**config.mk**
```make
export PLATFORM = sky130hd
export DESIGN_NAME = fejkon_identity_probe
export DESIGN_NICKNAME = d
export VERILOG_FILES = /design/src/rtl/fejkon_identity_pkg.sv /design/src/rtl/fejkon_identity_probe.sv
export SDC_FILE = /design/constraint.sdc
export NUM_CORES = 1
export LEC_CHECK = 0
export CAP_MARGIN = 0
export CORE_ASPECT_RATIO = 0.8
export CORE_UTILIZATION = 40
export DETAILED_ROUTE_END_ITERATION = 10
export PLACE_DENSITY = 0.65
export RECOVER_POWER = 100
export REMOVE_ABC_BUFFERS = 1
export SYNTH_ARGS = -nofsm -noshare
export SYNTH_HDL_FRONTEND = slang
export SYNTH_SLANG_ARGS = --single-unit
```
**constraint.sdc**
```tcl
create_clock -name clk -period 2.2 [get_ports clk]
set_clock_uncertainty 0.1 [all_clocks]
set_input_delay 0.22 -clock clk [delete_from_list [all_inputs] [get_ports clk]]
set_output_delay 0.22 -clock clk [all_outputs]
set_load 0.02 [all_outputs]
```
**src/rtl/fejkon_identity_pkg.sv**
```systemverilog
// Shared constants and types for the identity probe and its slave model.
// Holds the magic value, word addresses, field positions and FSM states.
package fejkon_identity_pkg;

  localparam logic [23:0] IdMagic  = 24'h010DE5;
  localparam logic        AddrId   = 1'b0;
  localparam logic        AddrHash = 1'b1;
  localparam int          FcLsb    = 24;
  localparam int          EthLsb   = 28;
  localparam int          FieldW   = 4;

  typedef enum logic [2:0] {
    RD0, W0, RD1, W1, CHECK, GAP, DONE, FAIL
  } state_t;

  function automatic logic id_ok(input logic [31:0] w);
    return (w[23:0] == IdMagic) && (w[FcLsb +: FieldW] != '0);
  endfunction

endpackage

```
**src/rtl/fejkon_identity_probe.sv**
```systemverilog
// Avalon-MM read master that fetches, checks and caches the identity words.
// Ports: clk, reset_n, start, mm_address/mm_read/mm_readdata (Avalon-MM
// master), fc_ports, eth_ports, git_hash, id_valid, id_error, busy.
// Macro FEJKON_IDENTITY_PROBE_REFRESH_EN adds RefreshCycles and id_changed.
module fejkon_identity_probe
  import fejkon_identity_pkg::*;
#(
  parameter int ReadLatency = 1,
  parameter int MaxRetries  = 3,
  parameter int RetryGap    = 16
`ifdef FEJKON_IDENTITY_PROBE_REFRESH_EN
  , parameter int RefreshCycles = 2**20
`endif
) (
  input  logic        clk,
  input  logic        reset_n,
  input  logic        start,
  output logic        mm_address,
  output logic        mm_read,
  input  logic [31:0] mm_readdata,
  output logic [3:0]  fc_ports,
  output logic [3:0]  eth_ports,
  output logic [31:0] git_hash,
  output logic        id_valid,
  output logic        id_error,
  output logic        busy
`ifdef FEJKON_IDENTITY_PROBE_REFRESH_EN
  , output logic      id_changed
`endif
);

  localparam logic [7:0] LatInit = 8'(ReadLatency);
  localparam logic [7:0] GapInit = 8'(RetryGap);
  localparam logic [2:0] MaxTry  = 3'(MaxRetries);

  state_t      state, state_n;
  logic [7:0]  cnt, cnt_n;
  logic [2:0]  tries, tries_n;
  logic [31:0] tmp_id, tmp_hash;
  logic        ld_id, ld_hash;
  logic        pass, give_up;
  logic        kick;
  logic        idle;

  assign idle = (state == DONE) || (state == FAIL);
  assign busy = !idle;

  // Gated by reset so the bus is quiet while reset is held.
  assign mm_read    = reset_n && (state == RD0 || state == RD1);
  assign mm_address = reset_n && (state == RD1 || state == W1);

`ifdef FEJKON_IDENTITY_PROBE_REFRESH_EN
  localparam logic [31:0] RefLast = 32'(RefreshCycles - 1);
  logic [31:0] rcnt;
  logic        refresh_hit;

  assign refresh_hit = (state == DONE) && (rcnt == RefLast);
  assign kick = start || refresh_hit;

  always_ff @(posedge clk or negedge reset_n) begin
    if (!reset_n) begin
      rcnt       <= '0;
      id_changed <= 1'b0;
    end else begin
      if (state != DONE || refresh_hit) rcnt <= '0;
      else                              rcnt <= rcnt + 32'd1;
      if (pass && id_valid &&
          ({tmp_id[31:24], tmp_hash} !=
           {eth_ports, fc_ports, git_hash}))
        id_changed <= 1'b1;
    end
  end
`else
  assign kick = start;
`endif

  always_comb begin
    state_n = state;
    cnt_n   = cnt;
    tries_n = tries;
    ld_id   = 1'b0;
    ld_hash = 1'b0;
    pass    = 1'b0;
    give_up = 1'b0;
    unique case (state)
      RD0: begin
        state_n = W0;
        cnt_n   = LatInit;
      end
      W0: begin
        if (cnt == 8'd1) begin
          ld_id   = 1'b1;
          state_n = RD1;
        end else begin
          cnt_n = cnt - 8'd1;
        end
      end
      RD1: begin
        state_n = W1;
        cnt_n   = LatInit;
      end
      W1: begin
        if (cnt == 8'd1) begin
          ld_hash = 1'b1;
          state_n = CHECK;
        end else begin
          cnt_n = cnt - 8'd1;
        end
      end
      CHECK: begin
        if (id_ok(tmp_id)) begin
          pass    = 1'b1;
          tries_n = '0;
          state_n = DONE;
        end else if (tries < MaxTry) begin
          tries_n = tries + 3'd1;
          cnt_n   = GapInit;
          state_n = GAP;
        end else begin
          give_up = 1'b1;
          state_n = FAIL;
        end
      end
      GAP: begin
        if (cnt == 8'd1) state_n = RD0;
        else             cnt_n = cnt - 8'd1;
      end
      DONE, FAIL: begin
        if (kick) begin
          state_n = RD0;
          tries_n = '0;
        end
      end
      default: state_n = RD0;
    endcase
  end

  always_ff @(posedge clk or negedge reset_n) begin
    if (!reset_n) begin
      state     <= RD0;
      cnt       <= '0;
      tries     <= '0;
      tmp_id    <= '0;
      tmp_hash  <= '0;
      fc_ports  <= '0;
      eth_ports <= '0;
      git_hash  <= '0;
      id_valid  <= 1'b0;
      id_error  <= 1'b0;
    end else begin
      state <= state_n;
      cnt   <= cnt_n;
      tries <= tries_n;
      if (ld_id)   tmp_id   <= mm_readdata;
      if (ld_hash) tmp_hash <= mm_readdata;
      if (pass) begin
        fc_ports  <= tmp_id[FcLsb +: FieldW];
        eth_ports <= tmp_id[EthLsb +: FieldW];
        git_hash  <= tmp_hash;
        id_valid  <= 1'b1;
        id_error  <= 1'b0;
      end else if (give_up) begin
        id_valid <= 1'b0;
        id_error <= 1'b1;
      end else if (state == FAIL && kick) begin
        id_error <= 1'b0;
      end
    end
  end

endmodule
```
After elaboration in Yosys (flattened, before gate mapping)
Cells that the tools add are included.

storage, ports and cells
  register bits = 120
  word-level logic and storage cells = 77

operators by class
  $add $sub $neg = 2
  magnitude comparators = 1
  equality and inequality tests = 17
  mux-type cells = 27
  reductions and logical operators = 20

operators by type and width
  kind                                                 count
  == test 24 x 17 -> 1 bit (second input constant)     1
  two-way mux 8 bit                                    3
  one-hot mux 8 bit (3 select lines)                   1
  one-hot mux 3 bit (7 select lines)                   1
  two-way mux 3 bit                                    6
  two-way mux 1 bit                                    13
  == test 3 bit (second input constant)                4
  != test 2 bit (second input constant)                6
  == test 8 x 1 -> 1 bit (second input constant)       1
  AND reduction 4 bit                                  2
  subtractor 8 x 1 -> 8 bit (second input constant)    1
  == test 3 x 2 -> 1 bit (second input constant)       2
  one-hot mux 3 bit (2 select lines)                   1
  nonzero test 3 bit                                   2
  logical AND 1 bit                                    4
  two-way mux 2 bit                                    2
  nonzero test 2 bit                                   2
  nonzero test 4 bit                                   1
  OR reduction 2 bit                                   2
  adder 3 x 1 -> 3 bit (second input constant)         1
  == test 3 x 1 -> 1 bit (second input constant)       1
  zero test 3 bit                                      1
  logical OR 1 bit                                     3
  < comparator 3 x 2 -> 1 bit (second input constant)  1
  other kinds (5)                                      5

Longest topological paths before layout
Gate-level depths: netlist (run 1).

  depth in word-level cells = 6
  gate-level depth with buffers = 8
  gate-level depth less buffers = 7

Worst setup path after synthesis (run 1)
No wires, ideal clock.

  path kind = reg-to-reg
  start point = register cnt[6]
  end point = register tmp_id[10]
  library setup time = 125 ps
  arrival time = 1973 ps
  required time = 1975 ps
  slack = 2 ps
  cell stages (with the launch flop) = 7
  cell sequence = dfrtp_1 or4_4 nor3_4 nand2_2 nor2_4 clkbuf_8 mux2_2

on the way
  longest elaborated chain between the ends = 3

RTL lines
  item                      RTL line                      source
  start: declaration        fejkon_identity_probe.sv:37   logic [7:0] cnt, cnt_n;
  start signal: assignment  fejkon_identity_probe.sv:152  cnt <= cnt_n;
  == test 8 x 1 -> 1 bit    fejkon_identity_probe.sv:91   if (cnt == 8'd1) begin
  two-way mux 1 bit         fejkon_identity_probe.sv:91
  two-way mux 1 bit         fejkon_identity_probe.sv:85   unique case (state)
  end signal: assignment    fejkon_identity_probe.sv:154  if (ld_id) tmp_id <= mm_readdata;
  end: declaration          fejkon_identity_probe.sv:39   logic [31:0] tmp_id, tmp_hash;

No other way between the ends.
A chain may end at the register's enable or synchronous reset.

Worst setup path in the final report (run 1)
  start point = register cnt[3]
  end point = register state[1]

on the way
  longest elaborated chain between the ends = 3
  elaborated cells between the ends (all ways) = 5
  classes of those cells = eq/ne (4); reduce/logical (1)

RTL lines
  item                                                               RTL line                                                                                 source
  == test 8 x 1 -> 1 bit (*)                                         fejkon_identity_probe.sv:91, fejkon_identity_probe.sv:103, fejkon_identity_probe.sv:125
  != test 2 bit (no line) or != test 2 x 1 -> 1 bit (tied branches)  n/a
  AND reduction 4 bit (no line) (*)                                  n/a
  end signal: assignment                                             fejkon_identity_probe.sv:151                                                             state <= state_n;
  end: declaration                                                   fejkon_identity_probe.sv:36                                                              state_t state, state_n;

Every way passes the cells marked *; elsewhere a longest branch is shown, timed or not.

==> run summary, run 1 <==
Routed wire per std cell: 17.0 um
Placed Area: 0.00599 mm2
Setup slack after layout: -0.0350 ns
RSZ-0062 raised after global routing: yes
CORE AREA: 0.0118 mm2
Num rows: 35
Largest net degree at the start of global routing: 46
Post-synth EDFFs: 0
First-pass GRT wire length: 17300 um
Final min period: 2.23 ns
Sequential share of power: 42.8%
Initial Util: 41.9%
CTS tree: done
Maximum VDD drop: 0.647 mV
Final Non-Filler Cells: 604
Xor and xnor area share after synthesis: 0%
Number of placed cells counting well taps: 570
Post-route cell area: 0.00668 mm2
Async SR Flop Fraction: 100%
Worst slew margin: 29.0%
I/O pins: 80
Total Nets Final: 482
PD cells: 1170 mW/mm2
DRT iter0 DRCs: 135
HPWL after DPL: 7010 um
Status: finished with violations
Top cells by area, synth: dfrtp_1 (61%), mux2_2 (24%), nor2_1 (1.3%)
Static Leak: 3.16 nW
Final hold vios: 0
Compound-Gate Fraction of Synth Area: 4.63%
Share of the synthesized area in the top cell type: 60.8%
Final setup viols: 11
Gr usage total: 18.0%
Post-Synth Simple-Gate Area: 7.37%
WS Path Type: register to register
WP data required: 2.38 ns
Die Wd: 126 um
Post-Syn Instances: 336
TritonCTS Buffers: 17
Yosys top cell by area: dfrtp_1
YS warnings: 0
Worst-Skew Late Latency: 0.41 ns
Final Max Slew Viols: 0
Post-synthesis mux area share: 23.9%
Failing checks: setup timing
GRT overflow: 0
Antenna cell count: 0
Clk network pwr share: 34.0%
Routed vias/inst: 5.22
Worst setup SP type: register
Die height: 101 um
Synth Area in Adders: 0.760%
Yosys reg bits: 120
Fmax: 447 MHz
Count of buffers from port buffering: 79
Largest family of logic cells by synthesized area: multiplexers
Internal power: 5.60 mW
Clock-pin transition on the worst setup and hold timing paths: 0.06 ns
Sequential-to-total area share from yosys stat: 60.8%
Share of layout cells above drive strength 1: 39.3%
Hold/Removal Path Class: input port to register
Critical path peak fanout: 3
RePlAce Congestion: 0.820
Worst path max stage delay: 0.58 ns
Part of the power in combinational logic: 23.2%
Synth Cell Area: 0.00494 mm2
Worst path slowest cell: or4_4
Longest Clk Path Bufs: 2
Final WL: 10300 um
Clock sink total: 120
Switching power: 2.20 mW
Via count: 3155
Cell variety after synth: 45
Remaining DRCs: 0
Sw Share: 28.2%
WP data arrival: 2.42 ns
Max-Cap Viols: 0
CP Capture Type: register
Vias in the first global route: 3348
Worst path most repeated cell: or4_4
Routed Antenna Nets: 0
Setup TNS: -0.0930 ns
Filler Cell Count: 956
Syn Area/Cell: 14.7 um2
Final Cycle Share: 102%
Crit-path cells: or4_4, or4_4, a31o_1, a21oi_2, o31ai_2
Initial antenna violation count: 0
Die ar.: 0.0128 mm2
Root Driver: clkbuf_16
H-tree Lvls: 4
Synth cell count leaders: dfrtp_1 (120), mux2_2 (104), nor2_1 (17)
Most used DFF post-synth: dfrtp_1
Area growth syn-to-layout: 35.2%
Worst-Margin Slew: 1.06 ns
Tot Pwr: 7.80 mW
Most frequent cell after synthesis: dfrtp_1
Pre-antenna DRT Iters: 4
through the flow:
step	hold WS [ns]	utilization, %	setup WS, ns
after floorplan	-0.176	-	-1.30
after global placement	0.154	50.8	0.0233
after detailed placement	0.158	50.8	-0.0526
after CTS	0.263	56.0	0.00729
after global routing	0.345	56.7	-0.0835
final	0.346	56.7	-0.0350
worst max-delay path: cells and delay by family (launching register included):
kind             cells  cell delay, ns
AND/OR/NAND/NOR      2            1.14
flip-flops           1            0.39
AO/OA/AOI/OAI        3            0.48
power groups by stage:
stage	registers (mW)	logic (mW)	clock network, mW
4_1_cts	3.32	1.71	2.71
5_1_grt	3.44	1.99	2.83
3_3_place_gp	3.30	1.63	0
2_1_floorplan	3.23	1.19	0
6_report	3.34	1.81	2.65
3_5_place_dp	3.33	1.69	0
registers in the layout, summed over array words and instances, names as in the netlist:
signal,flops
cnt,8
eth_ports,4
fc_ports,4
git_hash,32
id_error,1
id_valid,1
state,3
tmp_hash,32
tmp_id,32
tries,3
cell families (layout without fill, tap and decap cells):
logic type,after synthesis,after routing
flip-flops,120,120
multiplexers,105,105
AND/OR/NAND/NOR,58,58
AO/OA/AOI/OAI,33,33
buffers and inverters,17,137
adder cells (fa/ha/maj),3,3
placed cells by master (no fill, tap or decap), types with 4 or more instances in the layout:
master | Yosys | final
clkbuf_16 | 0 | 17
clkbuf_1 | 2 | 4
o31ai_1 | 8 | 6
clkdlybuf4s50_1 | 0 | 33
dfrtp_1 | 120 | 120
nand2b_1 | 5 | 5
a21oi_1 | 5 | 4
clkinvlp_4 | 0 | 4
o21ai_0 | 8 | 7
mux2_2 | 104 | 102
buf_4 | 1 | 14
nor2_1 | 17 | 16
dlygate4sd3_1 | 0 | 43
clkinv_2 | 0 | 4
nand2_1 | 4 | 4
layout make-up:
class                      count  area (um2)  share of cell area (%)
sequential                   120        3000                    45.0
multi-input combinational    199        1910                    28.6
timing repair buffer         102         988                    14.8
clock buffer                  19         443                    6.63
tap                          148         185                    2.77
clock inverter                12         129                    1.93
inverter                       4        18.8                   0.281
final timing paths:
path | cells past startpoint | start | to | slack (ns)
max | 5 | cnt[3] | state[1] | -0.03
min | 2 | mm_readdata[29] | tmp_hash[29] | 0.35
max reg2reg | 5 | cnt[3] | state[1] | -0.03
min reg2reg | 1 | id_valid | id_valid | 0.38
max in group asynchronous | 4 | reset_n | git_hash[9] | 0.39
min in group asynchronous | 3 | reset_n | tmp_hash[29] | 0.57
metal layers:
| metal | GRT usage [%] | up-vias | share of wire (%) |
|---|---|---|---|
| met1 | 23.6 | 1605 | 47 |
| met2 | 27.5 | 99 | 46 |
| met5 | 0 | - | 0 |
| met4 | 7.69 | 0 | 1.2 |
| met3 | 6.13 | 9 | 6.2 |
| li1 | - | 1442 | - |
repair_timing:
| item | 4_1_cts | 5_1_grt |
|---|---|---|
| gates resized for setup | 6 | 20 |
| endpoints found under the setup margin | 44 | 81 |
| hold buffers | 1 | 0 |
| hold endpoints to repair | 75 | 0 |
| pin swaps | 2 | 8 |
| buffers inserted | 2 | 0 |
Note: power is estimated with default switching activity, not from simulation.
==> inputs of run 2 (changes only) <==
--- a/config.mk
+++ b/config.mk
@@ -5,11 +5,11 @@
 export SDC_FILE = /design/constraint.sdc
 export NUM_CORES = 1
 export LEC_CHECK = 0
+export ABC_AREA = 1
 export CAP_MARGIN = 0
 export CORE_ASPECT_RATIO = 0.8
 export CORE_UTILIZATION = 40
 export DETAILED_ROUTE_END_ITERATION = 10
-export PLACE_DENSITY = 0.65
 export RECOVER_POWER = 100
 export REMOVE_ABC_BUFFERS = 1
 export SYNTH_ARGS = -nofsm -noshare
==> constraint.sdc (replaced) <==
create_clock -name clk -period 2.5 [get_ports clk]
set_clock_uncertainty 0.1 [all_clocks]
set_input_delay 0.25 -clock clk [delete_from_list [all_inputs] [get_ports clk]]
set_output_delay 0.25 -clock clk [all_outputs]
set_load 0.02 [all_outputs]
==> run summary, run 2 <==
Status: finished with violations
Failing checks: capacitance limit, slew limit
Hold path startpoint: mm_readdata[7]
RR Startpoint: tmp_id[15]
Fmax: 433 MHz
CORE AREA: 0.0131 mm2
Clock-pin transition on the worst setup and hold timing paths: 0.06 ns
Placed Area: 0.00633 mm2
Top flop regs: git_hash x32, tmp_hash x32, tmp_id x32
Post-Syn Instances: 603
CP Capture Type: output port
Critical path peak fanout: 6
Compound-Gate Fraction of Synth Area: 10.3%
Setup slack after layout: 0.191 ns
Max-Cap Viols: 1
Post-synth EDFFs: 0
Final WL: 11700 um
Initial Util: 41.7%
Maximum VDD drop: 0.438 mV
Cell variety after synth: 30
RSZ-0062 raised after global routing: no
Final setup viols: 0
Hold/Removal Path Class: input port to register
Root Driver: clkbuf_16
Register area: 0.00300 mm2
Final Non-Filler Cells: 870
Filler Cell Count: 1259
First-pass GRT wire length: 20200 um
Syn Area/Cell: 9.02 um2
Most used DFF post-synth: dfrtp_1
Routed vias/inst: 4.75
Yosys top cell by area: dfrtp_1
H-tree Lvls: 4
Post-Place Setup Slack: 0.572 ns
Worst-Skew Late Latency: 0.42 ns
WP data arrival: 1.96 ns
Area growth syn-to-layout: 24.3%
Worst-Margin Slew: 1.61 ns
Setup TNS: 0 ns
Top cells by area, synth: dfrtp_1 (55%), nand2_1 (14%), o21ai_2 (7.1%)
Clock sink total: 120
Sequential-to-total area share from yosys stat: 55.2%
Largest net degree at the start of global routing: 121
Min-Delay Path Depth: 3
Xor and xnor area share after synthesis: 0.483%
GRT overflow: 0
Die height: 106 um
WP data required: 2.15 ns
WHS Endpoint: tmp_id[7]
Largest family of logic cells by synthesized area: simple AND/OR/NAND/NOR gates
Final Cycle Share: 92.4%
Final core occ: 51.8%
Share of the synthesized area in the top cell type: 55.2%
Routed wire per std cell: 13.5 um
Routed Antenna Nets: 0
Share of layout cells above drive strength 1: 9.35%
TritonCTS Buffers: 17
Final hold vios: 0
Async SR Flop Fraction: 100%
Reg-to-reg critical path endpoint: state[1]
Most common cell after layout, fill and taps aside: nand2_1
Worst setup SP type: register
Num rows: 37
WS Path Type: register to output port
Post-synthesis mux area share: 0%
Multi-input logic area: 0.00184 mm2
Pre-antenna DRT Iters: 4
I/O pins: 80
Number of placed cells counting well taps: 838
HPWL after DPL: 7570 um
Synth cell count leaders: nand2_1 (206), dfrtp_1 (120), inv_1 (59)
Die ar.: 0.0141 mm2
Synth Area in Adders: 0.690%
PD cells: 678 mW/mm2
Most frequent cell after synthesis: nand2_1
DRT iter0 DRCs: 312
Total Nets Final: 721
Post-Synth Simple-Gate Area: 25.1%
Via count: 4132
Worst reg-to-reg path cell count: 10
Synth Cell Area: 0.00544 mm2
Post-CTS Setup Repair Bufs: 0
Final min period: 2.31 ns
Longest Clk Path Bufs: 2
Die Wd: 132 um
RePlAce Congestion: 0.729
Static Leak: 3.72 nW
Reg2reg setup slack: 0.35 ns
Antenna cell count: 0
Vias in the first global route: 4213
Post-route cell area: 0.00677 mm2
Initial antenna violation count: 0
Gr usage total: 18.3%
CTS tree: done
Yosys reg bits: 120
YS warnings: 0
Remaining DRCs: 0
Count of buffers from port buffering: 79
Final Max Slew Viols: 121
Most frequent cells in the layout: nand2_1 (206), dfrtp_1 (120), inv_1 (59), o21ai_0 (59), nand3_1 (49)
Worst slew margin: -7.31%
-- run 2: cell count changes in the layout (fill, tap and decap cells not counted), sizes merged, moves of 15 or more --
| cell | change |
|---|---|
| nand2 | +207 |
| nand3 | +50 |
| mux2 | -105 |
| o21ai | +59 |
| inv | +60 |
| nor2 | +15 |
-- run 2: layout make-up --
class	instances	area share, %
clock buffers	17	6.29
clock inverters	14	2.70
inverters	63	3.50
multi-input cells	394	27.2
flip-flops and latches	120	44.4
well taps	175	3.24
repair buffers	87	12.7
-- run 2: kinds of logic after synthesis --
| family | after synthesis |
|---|---|
| buf+inv | 89 |
| simple gates | 313 |
| fa+ha+maj | 3 |
| flops | 120 |
| compound gates | 75 |
| xor+xnor | 3 |
-- run 2: how the worst max path moves through the flow --
stage	slack, ns	cells past startpoint	start	end
after detailed placement	0.57	10	tmp_id[15]	cnt[6]
after global placement	0.60	8	tmp_id[4]	git_hash[15]
after CTS	0.23	4	state[0]	mm_read
final	0.19	4	state[0]	mm_read
after floorplan	0.16	9	tmp_id[17]	cnt[6]
after global routing	0.08	10	tmp_id[15]	state[1]
-- run 2: critical path, stage by stage, from the launching register on --
cell	delay, ns
dfrtp_1	0.45
inv_2	0.18
nand2_1	0.12
nor2_1	0.11
dlygate4sd3_1	0.68
-- run 2: where the power goes --
group          total, mW  internal (mW)  switching [mW]  leakage [nW]
Combinational      0.117         0.0522          0.0653          2.12
Sequential          1.95           1.94         0.00188          1.30
Clock               2.53           1.65           0.876         0.298
Total               4.59           3.65           0.943          3.72
-- run 2: metal layers --
metal,track usage (%),share of wire (%),vias to the layer above
li1,-,-,2069
met1,25.0,48,1958
met2,28.2,46,88
met3,3.48,4.0,17
met4,8.37,1.6,0
met5,0,0,-
-- run 2: repair_timing --
action                                  CTS  global route
endpoints found under the hold margin   120             0
hold buffers                              1             0
gates resized for setup                   0             0
endpoints found under the setup margin    0             0
-- run 2: metrics by stage --
step | hold slack, ns | power, mW
2_1_floorplan | -0.146 | 2.01
3_3_place_gp | 0.336 | 2.11
3_5_place_dp | 0.325 | 2.11
4_1_cts | 0.316 | 4.65
5_1_grt | 0.334 | 4.73
6_report | 0.307 | 4.59
==> inputs of run 3 (changes only) <==
--- a/config.mk
+++ b/config.mk
@@ -12,6 +12,7 @@
 export DETAILED_ROUTE_END_ITERATION = 10
 export RECOVER_POWER = 100
 export REMOVE_ABC_BUFFERS = 1
+export SKIP_LAST_GASP = 1
 export SYNTH_ARGS = -nofsm -noshare
 export SYNTH_HDL_FRONTEND = slang
 export SYNTH_SLANG_ARGS = --single-unit
==> results of run 3 <==
No change in the layout: final DEF, timing and power equal those of run 2.
